==> src/rtl/bash_hash_pkg.sv <==
// bash_hash_pkg: shared types, constants and sizing helpers for the bash-hash message driver.
package bash_hash_pkg;

    typedef enum logic [2:0] {
        S_IDLE,
        S_PREP,
        S_FILL,
        S_ISSUE,
        S_BUSY,
        S_DONE
    } drv_state_e;

    localparam int WORD_W = 64;
    localparam logic [7:0] PAD_BYTE = 8'h40;

    function automatic int block_words(input int l);
        return (1536 - 4 * l) / WORD_W;
    endfunction

    function automatic int widx_w(input int bw);
        return (bw > 1) ? $clog2(bw) : 1;
    endfunction

    // Keeps the first n bytes (MSB first) of a word; n >= 8 keeps all of it.
    function automatic logic [WORD_W-1:0] byte_mask(input logic [3:0] n);
        return (n >= 4'd8) ? '1 : ~({WORD_W{1'b1}} >> {n[2:0], 3'b000});
    endfunction

endpackage

==> src/rtl/bash_hash_blk_buf.sv <==
// bash_hash_blk_buf: rate-block register array with clear, byte-masked word write and pad-byte insert.
module bash_hash_blk_buf
    import bash_hash_pkg::*;
#(
    parameter int BW = 8,
    parameter int IW = widx_w(BW)
) (
    input  logic                 clk_i,
    input  logic                 rst_i,
    input  logic                 clr_i,
    input  logic                 wr_i,
    input  logic [IW-1:0]        wr_idx_i,
    input  logic [WORD_W-1:0]    wr_data_i,
    input  logic [3:0]           wr_bytes_i,
    input  logic                 pad_i,
    input  logic [IW-1:0]        pad_idx_i,
    input  logic [2:0]           pad_byte_i,
    output logic [BW*WORD_W-1:0] blk_o
);

    logic [WORD_W-1:0] buf_q [BW];
    logic [WORD_W-1:0] buf_d [BW];

    // Clear applies first so a new block can be cleared and seeded in one cycle.
    always_comb begin
        for (int i = 0; i < BW; i++) buf_d[i] = clr_i ? '0 : buf_q[i];
        if (wr_i) buf_d[wr_idx_i] = wr_data_i & byte_mask(wr_bytes_i);
        if (pad_i) buf_d[pad_idx_i][8*(7-pad_byte_i) +: 8] = PAD_BYTE;
    end

    always_ff @(posedge clk_i or posedge rst_i) begin
        if (rst_i) buf_q <= '{default: '0};
        else buf_q <= buf_d;
    end

    for (genvar g = 0; g < BW; g++) begin : g_out
        assign blk_o[(BW-1-g)*WORD_W +: WORD_W] = buf_q[g];
    end

endmodule

==> src/rtl/bash_hash_msg_driver.sv <==
// bash_hash_msg_driver: packs a byte-counted word stream into padded bash rate blocks
// and drives the core's prep/start handshake, one start per block.
module bash_hash_msg_driver
    import bash_hash_pkg::*;
#(
    parameter int L = 256,
    localparam int BW = block_words(L),
    localparam int IW = widx_w(BW)
) (
    input  logic                 clk_i,
    input  logic                 rst_i,
    input  logic [WORD_W-1:0]    msg_data_i,
    input  logic [3:0]           msg_bytes_i,
    input  logic                 msg_last_i,
    input  logic                 msg_valid_i,
    output logic                 msg_ready_o,
    input  logic                 core_rdy_i,
    input  logic                 core_active_i,
    output logic                 prep_active_o,
    output logic                 start_active_o,
    output logic [BW*WORD_W-1:0] blk_o,
    output logic                 blk_last_o,
    output logic                 done_o,
    output logic                 busy_o
);

    drv_state_e    state_q;
    logic [IW-1:0] widx_q;
    logic          final_q, pad_pending_q, seen_active_q;
    logic          ready_q, prep_q, start_q, done_q, last_q, busy_q;

    logic acc, blk_end, short_last, complete;
    logic clr, pad;
    logic [IW-1:0] pad_idx;
    logic [2:0] pad_byte;
    logic [3:0] wr_bytes;

    assign acc        = (state_q == S_FILL) && msg_valid_i && ready_q;
    assign blk_end    = widx_q == IW'(BW - 1);
    assign short_last = msg_bytes_i < 4'd8;
    // seen_active_q masks the cycle where our start is still in flight to the core.
    assign complete   = (state_q == S_BUSY) && seen_active_q && !core_active_i && core_rdy_i;

    assign clr      = (state_q == S_PREP) || (complete && !final_q);
    assign wr_bytes = msg_last_i ? msg_bytes_i : 4'd8;
    assign pad      = (acc && msg_last_i && (short_last || !blk_end)) ||
                      (complete && !final_q && pad_pending_q);
    assign pad_idx  = complete ? '0 : (short_last ? widx_q : widx_q + 1'b1);
    assign pad_byte = complete ? 3'd0 : (short_last ? msg_bytes_i[2:0] : 3'd0);

    bash_hash_blk_buf #(.BW(BW), .IW(IW)) u_buf (
        .clk_i      (clk_i),
        .rst_i      (rst_i),
        .clr_i      (clr),
        .wr_i       (acc),
        .wr_idx_i   (widx_q),
        .wr_data_i  (msg_data_i),
        .wr_bytes_i (wr_bytes),
        .pad_i      (pad),
        .pad_idx_i  (pad_idx),
        .pad_byte_i (pad_byte),
        .blk_o      (blk_o)
    );

    always_ff @(posedge clk_i or posedge rst_i) begin
        if (rst_i) begin
            state_q       <= S_IDLE;
            widx_q        <= '0;
            final_q       <= 1'b0;
            pad_pending_q <= 1'b0;
            seen_active_q <= 1'b0;
            ready_q       <= 1'b0;
            prep_q        <= 1'b0;
            start_q       <= 1'b0;
            done_q        <= 1'b0;
            last_q        <= 1'b0;
            busy_q        <= 1'b0;
        end else begin
            prep_q  <= 1'b0;
            start_q <= 1'b0;
            done_q  <= 1'b0;
            case (state_q)
                S_IDLE: if (msg_valid_i && !core_active_i) begin
                    state_q <= S_PREP;
                    prep_q  <= 1'b1;
                    busy_q  <= 1'b1;
                end
                S_PREP: begin
                    state_q       <= S_FILL;
                    ready_q       <= 1'b1;
                    widx_q        <= '0;
                    final_q       <= 1'b0;
                    pad_pending_q <= 1'b0;
                    last_q        <= 1'b0;
                end
                S_FILL: if (acc) begin
                    widx_q <= widx_q + 1'b1;
                    if (msg_last_i || blk_end) begin
                        state_q       <= S_ISSUE;
                        ready_q       <= 1'b0;
                        final_q       <= msg_last_i && (short_last || !blk_end);
                        pad_pending_q <= msg_last_i && !short_last && blk_end;
                    end
                end
                S_ISSUE: if (core_rdy_i && !core_active_i) begin
                    state_q       <= S_BUSY;
                    start_q       <= 1'b1;
                    last_q        <= final_q;
                    seen_active_q <= 1'b0;
                end
                S_BUSY: begin
                    if (core_active_i) seen_active_q <= 1'b1;
                    if (complete) begin
                        if (final_q) begin
                            state_q <= S_DONE;
                            done_q  <= 1'b1;
                        end else if (pad_pending_q) begin
                            state_q       <= S_ISSUE;
                            final_q       <= 1'b1;
                            pad_pending_q <= 1'b0;
                        end else begin
                            state_q <= S_FILL;
                            widx_q  <= '0;
                            ready_q <= 1'b1;
                        end
                    end
                end
                S_DONE: begin
                    state_q <= S_IDLE;
                    busy_q  <= 1'b0;
                end
                default: state_q <= S_IDLE;
            endcase
        end
    end

    assign msg_ready_o    = ready_q;
    assign prep_active_o  = prep_q;
    assign start_active_o = start_q;
    assign blk_last_o     = last_q;
    assign done_o         = done_q;
    assign busy_o         = busy_q;

    a_bytes_legal: assert property (@(posedge clk_i) disable iff (rst_i)
        (msg_valid_i && msg_ready_o && msg_last_i) |-> (msg_bytes_i <= 4'd8));

endmodule

==> config.mk <==
export PLATFORM = sky130hd
export DESIGN_NAME = bash_hash_msg_driver
export DESIGN_NICKNAME = d
export VERILOG_FILES = /design/src/rtl/bash_hash_pkg.sv /design/src/rtl/bash_hash_blk_buf.sv /design/src/rtl/bash_hash_msg_driver.sv
export SDC_FILE = /design/constraint.sdc
export NUM_CORES = 1
export LEC_CHECK = 0
export BUFFER_PORTS_ARGS = -buffer_cell sky130_fd_sc_hd__buf_2
export CAP_MARGIN = 20
export CORE_MARGIN = 2
export CORE_UTILIZATION = 30
export CTS_CLUSTER_DIAMETER = 50
export CTS_CLUSTER_SIZE = 16
export DETAILED_ROUTE_END_ITERATION = 6
export GPL_TIMING_DRIVEN = 0
export PLACE_DENSITY = 0.5
export REMOVE_ABC_BUFFERS = 1
export SLEW_MARGIN = 25
export SYNTH_ARGS = -nofsm -noshare
export SYNTH_HDL_FRONTEND = slang
export SYNTH_SLANG_ARGS = --single-unit
==> constraint.sdc <==
create_clock -name clk_i -period 20.2 [get_ports clk_i]
set_clock_uncertainty 0.15 [all_clocks]
set_input_delay 1.01 -clock clk_i [delete_from_list [all_inputs] [get_ports clk_i]]
set_output_delay 1.01 -clock clk_i [all_outputs]
set_load 0.01 [all_outputs]
==> results of run 1 <==
==> cells in the mapped netlist, types with 3 or more instances <==
library cell  count  area, µm²
o22ai_1          29      181.4
nor2b_1           5      31.28
nor4_4           16      340.3
o22a_1          266       2330
buf_1            34      127.6
a221o_1          54      540.5
nand4_1           9      56.30
clkbuf_1        139      521.8
nor3b_1           4      30.03
a21oi_1           5      25.02
o21ai_1          28      140.1
ha_1              4      50.05
nand2_1          39      146.4
buf_2            42      210.2
mux2_2            3      33.78
nand4b_1          3      26.28
nor3_1            5      25.02
nor4_2            8      100.1
dfrtp_1         527      13190
and2_1           49      306.5
a22o_1          114      998.5
o21a_1           49      367.9
nor4bb_1          3      30.03
a211oi_2          3      37.54
nand2b_1         11      68.82
or2_2             5      31.28
inv_1             3      11.26
nor4_1            3      18.77
o211ai_1         14      105.1
o21ai_0         304       1521
nor2_1          363       1363
nand3_1          11      55.05
and3_1           45      281.5
and3b_1           7      61.31
==> kinds of logic after synthesis <==
kind of cell,count (synthesis),synth area share (%)
simple gates,600,13.05
compound gates,885,27.12
mux,3,0.1419
xor+xnor,2,0.07359
buf+inv,226,4.010
flops,527,55.39
fa+ha+maj,4,0.2102
==> registers in the layout, summed over array words and instances, names as in the netlist <==
name / flops
widx_q: 3
done_o: 1
prep_active_o: 1
pad_pending_q: 1
u_buf.blk_o: 512
final_q: 1
seen_active_q: 1
busy_o: 1
state_q: 3
msg_ready_o: 1
blk_last_o: 1
start_active_o: 1
==> layer usage <==
metal | GRT usage, % | routed length (µm) | vias to the layer above
li1 | - | - | 9363
met1 | 32.72 | 43550 | 11109
met2 | 40.95 | 50790 | 964
met3 | 6.890 | 8551 | 211
met4 | 9.895 | 4188 | 8
met5 | 0 | 40 | -
==> layout by cell type, fill, tap and decap left out, types with 4 or more instances in the layout <==
cell and count:
nand2b_1 7, nor2_4 16, dfrtp_1 527, o21ai_1 28
inv_8 9, buf_2 592, clkinv_8 7, nand2_1 39
inv_6 15, buf_6 23, nor4_4 17, o211ai_1 14
nor2_1 347, nor2b_1 5, o21a_1 49, clkinv_4 9
buf_12 21, and2_1 49, clkinv_2 6, a22o_1 114
clkbuf_1 5, o22a_1 266, buf_8 12, o22ai_1 29
ha_1 4, a21oi_1 5, o21ai_0 302, nand3_1 8
a221o_1 54, nor3b_1 4, clkbuf_16 74, buf_16 17
and3b_1 7, nor4_2 8, nand4_1 9, and3_1 45
==> final cells by class <==
type                            instances  area (µm²)
Inverter                                4       25.02
Tap cell                             1050        1314
Multi-Input combinational cell       1494        9985
Timing Repair Buffer                  665        4290
Clock buffer                           81        1898
Sequential cell                       527       13190
Antenna cell                            3       7.507
Fill cell                            7752       47470
Clock inverter                         52       566.8
==> how the worst max path moves through the flow <==
stage                        from                to  slack (ns)  cells after the start
floorplan                   rst_i        blk_last_o        4.31                      1
global placement    core_active_i  u_buf.blk_o[342]      -10.13                      5
detailed placement  core_active_i  u_buf.blk_o[205]       15.38                      9
CTS                    state_q[1]  u_buf.blk_o[206]       15.75                      8
global route           state_q[1]  u_buf.blk_o[137]       15.53                      8
finish                 state_q[1]  u_buf.blk_o[206]       15.74                      8
==> worst reg2reg max path, stage by stage (launching register included) <==
cell,delay (ns)
dfrtp_1,0.63
or3b_4,0.55
o21ai_4,0.31
inv_4,0.32
ha_1,0.30
ha_1,0.39
nand2_1,0.47
nor4_2,1.06
a221o_1,0.22
==> where the power goes <==
group / switching, mW / total [mW] / internal [mW] / leakage [nW]
combinational: 0.0717 / 0.0890 / 0.0173 / 7.30
sequential: 0 / 1.06 / 1.06 / 7.35
clock: 0.572 / 1.31 / 0.737 / 1.21
total: 0.644 / 2.45 / 1.81 / 15.9
==> metrics by stage <==
step                      cell area, µm²  power, mW  std cells  worst slack, ns
final                              31270      2.454       3876            15.74
after CTS                          31260      2.482       3873            15.75
after floorplan                    22870      1.121       2025            4.315
after global placement             27140      1.158       3666           -10.13
after detailed placement           28800      1.165       3740            15.38
after global routing               31270      2.533       3875            15.53
==> impl_metrics.yaml, run 1 <==
run_status:
  status: "completed"
global_route:
  antenna_found_initial: 6
  overflow: 0
  grt_first_pass_wirelength_um: 154300
  grt_pass1_vias: 21773
  grt_max_degree: 97
  groute.usage.overall_pct: 25.49
cells_and_area:
  drive_gt1_share_pct: 31.10
  nets: 2842
  postLayoutCoreUtil_pct: 39.72
  area.growth.synth_to_final_pct: 31.35
logic_synthesis:
  syn-cell-area_um2: 23810
  yosys_warnings: 0
  postSynthRegisterBits: 527
  synth_cell_types: 69
  synth_async_sr_flop_share_pct: 100.0
  postSynthCellCount: 2247
  synth_edf_count: 0
  syn_avg_cell_area_um2: 10.60
  synth_ff_type: "dfrtp_1"
  ys_seq_area_share_pct: 55.39
setup_path:
  reg2reg_depth: 8
  crit_chain: "or3b_4 > o21ai_4 > inv_4 > ha_1 > ha_1 > nand2_1 > nor4_2 > a221o_1"
  reg2reg_from: "state_q[1]"
  crit_path_max_incr_delay_ns: 1.05
  reg2reg_slack_ns: 15.74
  r2r_end: "u_buf.blk_o[206]"
  worstSetupPathType: "flop to flop"
  cp-end-kind: "flop"
  cp_slowest_cell: "nor4_2"
  cp.arrival_ns: 4.87
  cp_max_fo: 28
  cp_top_family: "simple AND/OR/NAND/NOR gates"
  crit_path_frequent_cell: "ha_1"
  required_ns: 20.60
  critPathBufInv: 1
  start_kind: "flop"
floorplanning:
  die_w_um: 285.7
  fp.dieArea_um2: 81630
  initial_core_util_pct: 30.24
  pin_count: 592
  rows: 103
  die_h_um: 285.7
  coreArea_um2: 78740
clocking:
  post_cts_resized: 0
  clkLatencyLatePin_ns: 0.62
  cts_setup_buffers: 0
  cts_buffers: 72
  cts_sinks: 527
  cts_buffer_depth: 3
  postCtsHoldBufs: 0
  clkTransAtPathRegs_ns: 0.06
  clockRootBuffer: "clkbuf_16"
  htree_num_levels: 3
  tritoncts: "yes"
sta:
  period_needed_ns: 4.462
  rsz0062_at_grt: "false"
  hold_ws_ns: 0.1728
  setup_viol: 0
  fin_setup_tns_ns: 0
  tightest_slew_ns: 1.159
  max_slew_margin_pct: 22.20
  drv_slew: 0
  clock.fmax_mhz: 224.1
  finalHoldViolCount: 0
  post-route-period-util_pct: 22.09
routing:
  drt_first_pass_iters: 6
  drt_iter0_drc: 1698
  drc: 0
  wl_per_cell_um: 27.64
  routed_wl_um: 107100
  num_vias: 21655
  ant_nets: 0
  routed_via_density: 5.587
placement:
  gp_congestion: 0.8091
  hpwl_um: 74650
  port_buffers: 591
hold_path:
  holdCritPathClass: "primary input to asynchronous set/reset pin"
flow_run:
  cap_viol_max_count: 0
power_and_ir_drop:
  vdd_ir_drop_max_v: 0.00006138
  leakage_nw: 15.86
  power.density_nw_per_um2: 78.47
(Power assumes the default switching activity.)
==> run 2: changes to the inputs <==
- PLACE_DENSITY: 0.5 -> 0.52
- clock period: 20.2 -> 3.75 ns (I/O delays scaled with it)
==> run 2 against run 1 <==
Cell count up 2.2%. Total power increased to 5.6 times the previous value. Critical path depth up 2. Routed wire length grew 1.7%. Hold slack got worse by 0.15 ns. First-iteration DRC count increased by 7.7%. Final area up 4.1%. Maximum frequency up 26%. Via count is 2.5% higher. Sequential share of layout area decreased by 1.6 points. Largest power group unchanged.
==> impl_metrics.yaml, run 2 (synthesized netlist as in run 1, its figures left out) <==
run_status:
  status: "completed"
sta:
  setup_viol: 0
  drv_slew: 0
  finalHoldViolCount: 0
  tightest_slew_ns: 1.018
  rsz0062_at_grt: "false"
  clock.fmax_mhz: 281.3
  period_needed_ns: 3.555
  max_slew_margin_pct: 31.19
  post-route-period-util_pct: 94.80
  hold_ws_ns: 0.02614
clocking:
  cts_buffer_depth: 3
  tritoncts: "yes"
  htree_num_levels: 3
  clkLatencyLatePin_ns: 0.62
  clockRootBuffer: "clkbuf_16"
  cts_buffers: 79
  clkTransAtPathRegs_ns: 0.06
  cts_sinks: 527
setup_path:
  start_kind: "flop"
  crit_path_max_incr_delay_ns: 0.66
  reg2reg_slack_ns: 0.20
  cp.arrival_ns: 3.91
  cp-end-kind: "flop"
  worstSetupPathType: "flop to flop"
  required_ns: 4.11
  crit_chain: "or3b_4 > o32ai_4 > buf_6 > buf_6 > buf_8 > buf_6 > buf_6 > buf_8 > o22a_1 > nor2_1"
  cp_max_fo: 20
  crit_path_frequent_cell: "buf_6"
  cp_slowest_cell: "o32ai_4"
hold_path:
  holdCritPathClass: "primary input to flop"
floorplanning:
  rows: 103
  coreArea_um2: 78740
  pin_count: 592
  initial_core_util_pct: 30.24
  die_w_um: 285.7
  fp.dieArea_um2: 81630
  die_h_um: 285.7
routing:
  routed_wl_um: 108900
  drt_iter0_drc: 1829
  wl_per_cell_um: 27.51
  drc: 0
  num_vias: 22187
  ant_nets: 0
  routed_via_density: 5.601
  drt_first_pass_iters: 7
placement:
  dp.cells: 3742
  port_buffers: 591
  hpwl_um: 74690
  gp_congestion: 0.8197
global_route:
  groute.usage.overall_pct: 25.96
  antenna_found_initial: 6
  overflow: 0
  grt_pass1_vias: 22339
  grt_max_degree: 95
  grt_first_pass_wirelength_um: 157900
cells_and_area:
  drive_gt1_share_pct: 32.92
  nets: 2920
  area.growth.synth_to_final_pct: 36.73
  most-common-layout-cells: "592 x buf_2, 524 x dfrtp_1, 339 x nor2_1"
  largest_reg_flops: 512
  layout_commonest_cell: "buf_2"
  final_cell_count_no_fill: 3961
power_and_ir_drop:
  power.density_nw_per_um2: 424.6
  leakage_nw: 16.38
  vdd_ir_drop_max_v: 0.0003260
  power_mw: 13.82
flow_run:
  cap_viol_max_count: 0
## run 2: final cells by class
| cell class | count | area, µm² |
|---|---|---|
| repair buffers | 736 | 5135 |
| flip-flops and latches | 527 | 13190 |
| well taps | 1050 | 1314 |
| inverters | 4 | 30.03 |
| diodes | 4 | 10.01 |
| fillers | 7705 | 46190 |
| clock buffers | 86 | 2033 |
| multi-input cells | 1494 | 10180 |
| clock inverters | 60 | 658.1 |
## run 2: power breakdown
group | switching, mW | internal (mW) | total (mW)
Clock | 3.19 | 4.43 | 7.62
Sequential | 0 | 5.69 | 5.69
Combinational | 0.403 | 0.114 | 0.517
## run 2: timing repair
item | CTS | global route
gates cloned | 0 | 0
gates resized for setup | 38 | 5
pin swaps | 34 | 3
buffers inserted | 40 | 3
hold buffers | 26 | 0
endpoints found under the hold margin | 208 | 0
setup endpoints to repair | 392 | 302
## run 2: per-stage QoR
step / util [%] / worst slack [ns] / cell area (µm²) / TNS [ns]
detailed placement: 36.58 / -0.6517 / 28810 / -162.15
CTS: 41.25 / -0.03476 / 32480 / -0.1488
global route: 41.34 / 0.007985 / 32550 / 0
floorplan: - / -11.31 / 22870 / -9690.83
finish: 41.34 / 0.1951 / 32560 / 0
global placement: 34.47 / -25.14 / 27140 / -
## run 2: worst max-delay path, delay by kind of cell, from the launching register on
family | cells | cell delay [ns]
and+or+nand+nor | 2 | 0.53
DFF | 1 | 0.55
AOI/OAI and AO/OA | 2 | 0.82
buffers and inverters | 6 | 1.33
## run 2: path summary, 6_finish.rpt
path	startpoint	to	cells past startpoint
max	state_q[1]	u_buf.blk_o[505]	10
min	msg_data_i[22]	u_buf.blk_o[214]	4
max reg2reg	state_q[1]	u_buf.blk_o[505]	10
min reg2reg	u_buf.blk_o[0]	u_buf.blk_o[0]	1
max in group asynchronous	rst_i	u_buf.blk_o[476]	6
min in group asynchronous	rst_i	u_buf.blk_o[379]	3
## run 2: metal layers
layer	global-route usage, %	vias up	wire length [µm]	part of all wire (%)
li1	-	9520	-	-
met1	33.92	11409	45210	42
met2	41.73	1043	51250	47
met3	6.085	211	8420	7.7
met4	10.09	4	4039	3.7
met5	0	-	25	0.023
==> run 3: changes to the inputs <==
--- a/config.mk
+++ b/config.mk
@@ -16,2 +16,3 @@
 export PLACE_DENSITY = 0.52
+export RECOVER_POWER = 25
 export REMOVE_ABC_BUFFERS = 1
--- a/constraint.sdc
+++ b/constraint.sdc
@@ -4,2 +4,2 @@
 set_output_delay 0.1875 -clock clk_i [all_outputs]
-set_load 0.01 [all_outputs]
+set_load 0.005 [all_outputs]
==> run 3 against run 2 <==
The flow now finishes with violations (max-capacitance violations, max-slew violations). Largest cell class unchanged. Sequential cell count unchanged. Core utilization decreased by 0.21 points. Total power about the same. Combinational power decreased by 0.8%. First-iteration DRC count increased by 0.44%. Hold slack improved by 0.0075 ns.
==> impl_metrics.yaml, run 3 (synthesized netlist as in run 1, its figures left out) <==
run_status:
  status: "complete, but fails checks"
  violations: "max-capacitance violations, max-slew violations"
global_route:
  grt_first_pass_wirelength_um: 157900
  overflow: 0
  groute.usage.overall_pct: 25.96
  antenna_found_initial: 6
  grt_max_degree: 95
  grt_pass1_vias: 22339
setup_path:
  crit_path_frequent_cell: "buf_6"
  crit_path_max_incr_delay_ns: 0.67
  cp_max_fo: 20
  worstSetupPathType: "flop to flop"
  cp.arrival_ns: 3.93
  reg2reg_slack_ns: 0.18
  cp-end-kind: "flop"
  required_ns: 4.11
  cp_slowest_cell: "o32ai_4"
  crit_chain: "or3b_4 > o32ai_4 > buf_6 > buf_6 > buf_8 > buf_6 > buf_6 > buf_8 > o22a_1 > nor2_1"
  critPathBufInv: 6
  r2r_end: "u_buf.blk_o[505]"
  start_kind: "flop"
  cp_top_family: "buffers and inverters"
  reg2reg_depth: 10
  reg2reg_from: "state_q[1]"
power_and_ir_drop:
  vdd_ir_drop_max_v: 0.0003260
  leakage_nw: 15.87
  pwr-share-comb_pct: 3.7
  p_seq_share_pct: 41.1
  switching_share_pct: 26.02
  power.internal_mw: 10.23
  power.density_nw_per_um2: 426.7
  power_frac_clock_pct: 55.1
  p_switching_mw: 3.596
floorplanning:
  initial_core_util_pct: 30.24
  rows: 103
  coreArea_um2: 78740
  die_h_um: 285.7
  die_w_um: 285.7
  pin_count: 592
  fp.dieArea_um2: 81630
routing:
  drt_iter0_drc: 1837
  drt_first_pass_iters: 7
  num_vias: 22197
  drc: 0
  wl_per_cell_um: 27.56
  ant_nets: 0
  routed_wl_um: 109200
  routed_via_density: 5.604
clocking:
  cts_buffer_depth: 3
  cts_sinks: 527
  clockRootBuffer: "clkbuf_16"
  clkLatencyLatePin_ns: 0.62
  tritoncts: "yes"
  cts_buffers: 79
  clkTransAtPathRegs_ns: 0.06
  htree_num_levels: 3
cells_and_area:
  most-common-layout-cells: "524 x dfrtp_1, 480 x buf_2, 339 x nor2_1"
  area.growth.synth_to_final_pct: 36.05
  finish.instance_area_um2: 32390
  drive_gt1_share_pct: 29.07
  nets: 2920
  largest_reg_flops: 512
  layout_commonest_cell: "dfrtp_1"
placement:
  port_buffers: 591
  gp_congestion: 0.8197
  placed_area_um2: 28810
  hpwl_um: 74690
  dp_slack_ns: -0.6517
sta:
  max_slew_margin_pct: -32.46
  finalHoldViolCount: 0
  clock.fmax_mhz: 280.2
  post-route-period-util_pct: 95.16
  post-route-worst-setup-slack_ns: 0.1817
  drv_slew: 86
  tightest_slew_ns: 1.987
  setup_viol: 0
  rsz0062_at_grt: "false"
  period_needed_ns: 3.568
hold_path:
  holdCritStartpoint: "msg_data_i[22]"
  min_path_cells: 4
  holdCritPathClass: "primary input to flop"
  min_to: "u_buf.blk_o[470]"
flow_run:
  cap_viol_max_count: 1
==> run 3: cell count changes in the layout (fill, tap and decap cells not counted), sizes merged <==
| cell | previous run | this run |
|---|---|---|
| buf | 710 | 597 |
| clkbuf | 86 | 199 |
| clkinvlp | 12 | 13 |
| inv | 31 | 30 |
==> run 3: how the worst max path moves through the flow <==
stage | startpoint | end | slack (ns) | cells after the start
floorplan | rst_i | blk_last_o | -11.31 | 1
global placement | state_q[1] | u_buf.blk_o[198] | -25.14 | 4
detailed placement | state_q[1] | u_buf.blk_o[308] | -0.65 | 9
CTS | state_q[0] | u_buf.blk_o[474] | -0.03 | 8
global route | state_q[1] | u_buf.blk_o[447] | 0.008 | 10
finish | state_q[1] | u_buf.blk_o[505] | 0.18 | 10
==> run 3: through the flow <==
| stage | total power [mW] | TNS (ns) | util, % | instances | hold WS (ns) |
|---|---|---|---|---|---|
| 3_5_place_dp | 6.273 | -162.15 | 36.58 | 3742 | 0.1870 |
| 2_1_floorplan | 6.040 | -9690.83 | - | 2025 | 0.1964 |
| 4_1_cts | 13.96 | -0.1488 | 41.25 | 3954 | 0.001713 |
| 5_1_grt | 14.28 | 0 | 41.13 | 3959 | 0.04593 |
| 6_report | 13.82 | 0 | 41.14 | 3961 | 0.03365 |
| 3_3_place_gp | 6.230 | - | 34.47 | 3666 | 0.3325 |
==> run 3: layout make-up <==
type                       count  area, µm²
multi-input combinational   1494      10180
timing repair buffer         736       4975
clock inverter                60      658.1
tap                         1050       1314
antenna                        4      10.01
clock buffer                  86       2033
fill                        7747      46350
inverter                       4      26.28
sequential                   527      13190
==> run 3: power groups by stage <==
stage / Sequential, mW / Combinational [mW] / Clock, mW
finish: 5.69 / 0.513 / 7.62
global route: 5.68 / 0.557 / 8.04
CTS: 5.69 / 0.519 / 7.76
detailed placement: 5.79 / 0.483 / 0
global placement: 5.80 / 0.431 / 0
floorplan: 5.80 / 0.244 / 0
==> run 3: metal layers <==
| metal | vias to the layer above | track usage (%) | share of wire [%] |
|---|---|---|---|
| li1 | 9521 | - | - |
| met1 | 11442 | 33.92 | 41 |
| met3 | 230 | 6.085 | 7.7 |
| met2 | 1000 | 41.73 | 47 |
| met4 | 4 | 10.09 | 3.8 |
| met5 | - | 0 | 0.023 |
==> run 3: timing repair <==
item                                   in CTS  in global routing
hold buffers                               26                  0
setup endpoints to repair                 392                302
endpoints found under the hold margin     208                  0
resized for setup                          38                  5
setup buffers                              40                  3
pin swaps                                  34                  3
==> run 3: worst reg2reg max path, stage by stage (launching register included) <==
cell     delay, ns
dfrtp_2       0.55
or3b_4        0.49
o32ai_4       0.67
buf_6         0.30
buf_6         0.23
buf_8         0.21
buf_6         0.22
buf_6         0.22
buf_8         0.20
o22a_1        0.17
nor2_1        0.04
